File: src/rtl/lut_mac_ctrl.sv
// lut_mac_ctrl: sequencer for the 16-entry LUT select datapath of the BitNet CiM operator.
// Latency: last weight handshake at edge E -> done_o in the cycle after E; zero-group run -> done_o the cycle after start.
// Backpressure: valid/ready on LUT writes and weight indices; a stall (valid low) holds all state; readies depend on state only.
//
// Ports:
//   clk_i, rst_n_i                  clock, asynchronous active-low reset
//   start_i, reuse_lut_i,           run request with its options, sampled only in IDLE
//   group_num_i
//   lut_wr_valid_i/ready_o/data_i   LUT entry stream, entries 0..15 in order (ready only in LOAD)
//   lut_entries_o                   stored LUT, entry k at [k*LUT_W +: LUT_W], feeds the external mux
//   w_valid_i/ready_o/data_i        weight index stream (ready only in COMPUTE)
//   weight_o                        mux select, combinational copy of w_data_i
//   lut_sel_i                       mux output returned in the same cycle
//   acc_o, done_o, busy_o           accumulator, one-cycle done pulse, not-idle flag
//   sat_o                           sticky clip flag, present only when LUT_ACC_SAT_EN is defined
//
// Build option: define LUT_ACC_SAT_EN for saturating accumulation plus sat_o;
// without it the accumulator wraps modulo 2**ACC_W.

module lut_mac_ctrl #(
  parameter int LUT_W = 16,
  parameter int ACC_W = 24,
  parameter int CNT_W = 8
) (
  input  logic                  clk_i,
  input  logic                  rst_n_i,
  input  logic                  start_i,
  input  logic                  reuse_lut_i,
  input  logic [CNT_W-1:0]      group_num_i,
  input  logic                  lut_wr_valid_i,
  output logic                  lut_wr_ready_o,
  input  logic [LUT_W-1:0]      lut_wr_data_i,
  output logic [16*LUT_W-1:0]   lut_entries_o,
  input  logic                  w_valid_i,
  output logic                  w_ready_o,
  input  logic [3:0]            w_data_i,
  output logic [3:0]            weight_o,
  input  logic [LUT_W-1:0]      lut_sel_i,
  output logic [ACC_W-1:0]      acc_o,
  output logic                  done_o,
  output logic                  busy_o
`ifdef LUT_ACC_SAT_EN
  ,
  output logic                  sat_o
`endif
);

  typedef enum logic [1:0] {
    IDLE    = 2'd0,
    LOAD    = 2'd1,
    COMPUTE = 2'd2,
    DONE    = 2'd3
  } state_t;

  state_t              state;
  state_t              state_nxt;

  logic [3:0]          ld_cnt;
  logic [CNT_W-1:0]    g_cnt;
  logic [CNT_W-1:0]    g_cnt_inc;
  logic [CNT_W-1:0]    g_num;
  logic [ACC_W-1:0]    acc;
  logic [ACC_W-1:0]    acc_nxt;
  logic [ACC_W-1:0]    sel_ext;
  logic [LUT_W-1:0]    lut_mem [16];

  logic                start_acc;
  logic                ld_hs;
  logic                w_hs;

  // Handshake qualifiers; readies are pure functions of state.
  assign lut_wr_ready_o = (state == LOAD);
  assign w_ready_o      = (state == COMPUTE);
  assign done_o         = (state == DONE);
  assign busy_o         = (state != IDLE);

  assign start_acc = (state == IDLE) && start_i;
  assign ld_hs     = lut_wr_valid_i && lut_wr_ready_o;
  assign w_hs      = w_valid_i && w_ready_o;

  assign weight_o  = w_data_i;
  assign acc_o     = acc;
  assign g_cnt_inc = g_cnt + 1'b1;

  // Sign-extend the selected LUT entry to accumulator width.
  assign sel_ext = ACC_W'($signed(lut_sel_i));

  genvar gk;
  generate
    for (gk = 0; gk < 16; gk++) begin : g_pack
      assign lut_entries_o[gk*LUT_W +: LUT_W] = lut_mem[gk];
    end
  endgenerate

`ifdef LUT_ACC_SAT_EN
  // One guard bit: overflow iff the two top bits of the widened sum differ.
  localparam logic [ACC_W-1:0] ACC_MAX = {1'b0, {(ACC_W-1){1'b1}}};
  localparam logic [ACC_W-1:0] ACC_MIN = {1'b1, {(ACC_W-1){1'b0}}};

  logic [ACC_W:0] sum_wide;
  logic           clip;
  logic           sat;

  always_comb begin
    sum_wide = {acc[ACC_W-1], acc} + {sel_ext[ACC_W-1], sel_ext};
    acc_nxt  = sum_wide[ACC_W-1:0];
    clip     = 1'b0;
    if (sum_wide[ACC_W] != sum_wide[ACC_W-1]) begin
      clip    = 1'b1;
      acc_nxt = sum_wide[ACC_W] ? ACC_MIN : ACC_MAX;
    end
  end

  always_ff @(posedge clk_i or negedge rst_n_i) begin
    if (!rst_n_i) begin
      sat <= 1'b0;
    end else if (start_acc) begin
      sat <= 1'b0;
    end else if (w_hs && clip) begin
      sat <= 1'b1;
    end
  end

  assign sat_o = sat;
`else
  assign acc_nxt = acc + sel_ext;
`endif

  // Next-state logic.
  always_comb begin
    state_nxt = state;
    case (state)
      IDLE: begin
        if (start_i) begin
          if (group_num_i == '0) begin
            state_nxt = DONE;
          end else if (reuse_lut_i) begin
            state_nxt = COMPUTE;
          end else begin
            state_nxt = LOAD;
          end
        end
      end
      LOAD: begin
        if (ld_hs && (ld_cnt == 4'd15)) begin
          state_nxt = COMPUTE;
        end
      end
      COMPUTE: begin
        if (w_hs && (g_cnt_inc == g_num)) begin
          state_nxt = DONE;
        end
      end
      DONE: begin
        state_nxt = IDLE;
      end
      default: begin
        state_nxt = IDLE;
      end
    endcase
  end

  always_ff @(posedge clk_i or negedge rst_n_i) begin
    if (!rst_n_i) begin
      state  <= IDLE;
      ld_cnt <= '0;
      g_cnt  <= '0;
      g_num  <= '0;
      acc    <= '0;
    end else begin
      state <= state_nxt;
      if (start_acc) begin
        acc    <= '0;
        g_num  <= group_num_i;
        g_cnt  <= '0;
        ld_cnt <= '0;
      end
      // ld_cnt is 4 bits, so the 16th write wraps it back to 0.
      if (ld_hs) begin
        ld_cnt <= ld_cnt + 1'b1;
      end
      if (w_hs) begin
        acc   <= acc_nxt;
        g_cnt <= g_cnt_inc;
      end
    end
  end

  // LUT storage survives across runs; only LOAD rewrites it.
  always_ff @(posedge clk_i or negedge rst_n_i) begin
    if (!rst_n_i) begin
      for (int k = 0; k < 16; k++) begin
        lut_mem[k] <= '0;
      end
    end else if (ld_hs) begin
      lut_mem[ld_cnt] <= lut_wr_data_i;
    end
  end

endmodule
File: config.mk
export PLATFORM = sky130hd
export DESIGN_NAME = lut_mac_ctrl
export DESIGN_NICKNAME = d
export VERILOG_FILES = /design/src/rtl/lut_mac_ctrl.sv
export SDC_FILE = /design/constraint.sdc
export NUM_CORES = 1
export LEC_CHECK = 0
export CELL_PAD_IN_SITES_DETAIL_PLACEMENT = 1
export CELL_PAD_IN_SITES_GLOBAL_PLACEMENT = 1
export CORE_MARGIN = 8
export CORE_UTILIZATION = 40
export DETAILED_ROUTE_END_ITERATION = 12
export GPL_TIMING_DRIVEN = 0
export PLACE_DENSITY_LB_ADDON = 0.2
export SLEW_MARGIN = 25
export SYNTH_ARGS = -nofsm -noshare
export SYNTH_HDL_FRONTEND = slang
export SYNTH_SLANG_ARGS = --single-unit
File: constraint.sdc
create_clock -name clk_i -period 3.7 [get_ports clk_i]
set_clock_uncertainty 0.2 [all_clocks]
set_input_delay 0.555 -clock clk_i [delete_from_list [all_inputs] [get_ports clk_i]]
set_output_delay 0.555 -clock clk_i [all_outputs]
set_load 0.005 [all_outputs]
==> reports/summary.txt <==
die width - 196 um
Post-CTS Setup Bufs - 0
diodes inserted - 0
worst relative slew slack - 0.493
Placed Area - 17000 sq um
Hold Fails Final Rpt - 0
CP Data Arrival Time - 3.62 ns
GR Overflow Total - 0
Worst Hold Class - flip-flop to flip-flop
unrepaired setup endpoints after global routing - false
Max Clock Freq - 291 MHz
CTS root buffer - clkbuf_16
commonest non-fill, non-tap cell in the layout - clkdlybuf4s50_1
part of the cycle the worst path needs - 0.930
WL final - 42600 um
flops & latches, synth - 302
Max Cap Viol - 0
PwrDens - 620 nW/um^2
leakage - 8.48 nW
Pins Over Slew Limit - 0
status - finished, final reports clean
hold_buf cts - 1
minimum clock period after layout - 3.44 ns
initial antenna violation count - 0
Synth cell types - 61
Inserted Clock Buffers - 35
first-pass GRT wire length - 66000 um
H-tree depth - 2
Seq/Total Area, Yosys - 0.581
worst endpoint required time - 3.88 ns
Crit path max-delay family - buffers and inverters
via count - 9372
Post-DRT Antenna Nets - 0
VDD IR max - 0.347 mV
share of the synthesized area in the top cell type - 0.581
leading area contributor after synthesis - dfrtp_1
DRT iter0 DRCs - 277
most frequent cells in the layout - 332 x clkdlybuf4s50_1, 302 x dfrtp_1, 264 x mux2_2, 51 x nand2_1, 44 x clkbuf_1
core area - 32300 sq um
# setup viols final - 0
Buffers on Ports - 333
hpwl dp - 31700 um
critical path endpoint category - flip-flop
worst-skew pair later-pin latency - 0.51 ns
worst path cell trace - clkdlybuf4s50_1 > ha_1 > clkbuf_1 > nand4_1 > nor3_1 > o2111ai_1 > o211ai_1 > xor2_1 > a221o_1
number of vias per cell - 5.22
Mapped Avg Cell Area - 13.6 sq um
Die ar. - 38500 sq um
Layout area overhead - 39.5%
Top FF cell, synth - dfrtp_1
CP bufs+invs - 2
Initial Utilization - 0.403
TritonRoute pass-1 iters - 4
Post-Synthesis Cell Area - 13000 sq um
routed len/inst - 23.7 um
Post-CTS Resized - 0
gpl congestion - 0.883
# DRC - 0
EDFF count, synth - 0
Warnings, synthesis - 0
clk sinks - 302
critical path fanouts, max - 13
CTS tree - done
Final Total Pwr - 11.3 mW
Ports - 338
cell area after layout - 18100 sq um
slowest stage delay, CP - 0.71 ns
Reg clk slew, reported paths - 0.05 ns
largest net degree at the start of global routing - 91
ranking of synthesized cells by area - dfrtp_1 58%, mux2_2 23%, ha_1 3.2%
Cells after Synth - 956
Syn Nets - 1040
WS Path Type - input port to flip-flop
FFs w/ async S/R, synth - 1.00
chip height - 196 um
slowest cell on the critical path - clkdlybuf4s50_1
Slew @ Worst Pin - 0.756 ns
Total GRT Usage - 0.220
Worst Setup Start Kind - input port
fin nets - 1414
number of global-route vias before repair - 10400
Core Rows - 66
layout cell share with drive strength beyond 1 - 0.258
worst hold margin - 0.299 ns
Max clock buf depth - 3
[path summary, 6_finish.rpt]
path	start	endpoint	slack, ns	depth (start not counted)
setup reg to reg	acc_o[0]$_DFFE_PN0P_	acc_o[16]$_DFFE_PN0P_	0.53	8
hold / removal	lut_entries_o[71]$_DFFE_PN0P_	lut_entries_o[71]$_DFFE_PN0P_	0.30	1
min in group asynchronous	rst_n_i	lut_entries_o[225]$_DFFE_PN0P_	0.35	2
max in group asynchronous	rst_n_i	lut_entries_o[27]$_DFFE_PN0P_	2.15	3
hold reg to reg	lut_entries_o[71]$_DFFE_PN0P_	lut_entries_o[71]$_DFFE_PN0P_	0.30	1
setup / recovery	lut_sel_i[15]	acc_o[23]$_DFFE_PN0P_	0.26	9
[area by class of cell]
cell class / instances / area, sq um
Buffer: 52 / 238
Clock inverter: 10 / 92.6
Timing Repair Buffer: 337 / 3430
Clock buffer: 52 / 1060
Sequential cell: 302 / 7560
Multi-Input combinational cell: 587 / 5150
Inverter: 15 / 56.3
Fill cell: 3211 / 14100
Tap cell: 442 / 553
[cells by family (layout without fill, tap and decap cells)]
logic type | after synthesis | in the layout | synth area share
mux | 271 | 271 | 0.234
compound gates | 125 | 125 | 0.0627
simple gates | 133 | 133 | 0.0499
xor+xnor | 24 | 24 | 0.0162
flops | 302 | 302 | 0.581
fa+ha+maj | 34 | 34 | 0.0333
buf+inv | 67 | 466 | 0.0226
[power breakdown]
group | internal, mW | switching, mW
clock | 2.06 | 1.36
sequential | 3.90 | 0.409
combinational | 1.87 | 1.65
[metrics by stage]
step	instances	utilization	setup TNS, ns	worst slack (ns)
2_1_floorplan	956	-	0	0.991
3_3_place_gp	1731	0.523	-3476.19	-11.55
3_5_place_dp	1734	0.526	-0.259	-0.199
4_1_cts	1797	0.562	0	0.321
5_1_grt	1797	0.562	0	0.0924
6_report	1797	0.562	0	0.260
[cells in the mapped netlist (3+ instances only)]
master / count
o22ai_1: 3
a31oi_1: 5
o31ai_1: 5
buf_4: 4
a211oi_1: 7
buf_2: 8
or3_1: 3
and3_1: 5
nand2_1: 51
xnor2_1: 11
and2_1: 4
mux2i_1: 7
nand2_2: 4
dfrtp_1: 302
nor2_1: 21
nor3_1: 5
o21a_1: 3
nand4_1: 8
clkbuf_1: 38
o211ai_1: 7
ha_1: 33
nor2b_1: 3
o21ai_0: 39
nand3_1: 15
o21bai_1: 3
mux2_2: 264
a22o_1: 5
a21o_1: 4
a21oi_1: 24
inv_1: 15
xor2_1: 13
[flip-flops by register name, summed over array words and instances (netlist names)]
register,cells
state,2
g_cnt,8
lut_entries_o,256
acc_o,24
g_num,8
ld_cnt,4
[per-layer routing]
metal,global-route usage,wire (um),up-vias
met2,0.369,20400,286
met4,0.0823,1650,0
met5,0,0,-
met1,0.268,17800,4814
li1,-,-,4192
met3,0.0588,2720,80
(Power assumes the default switching activity.)
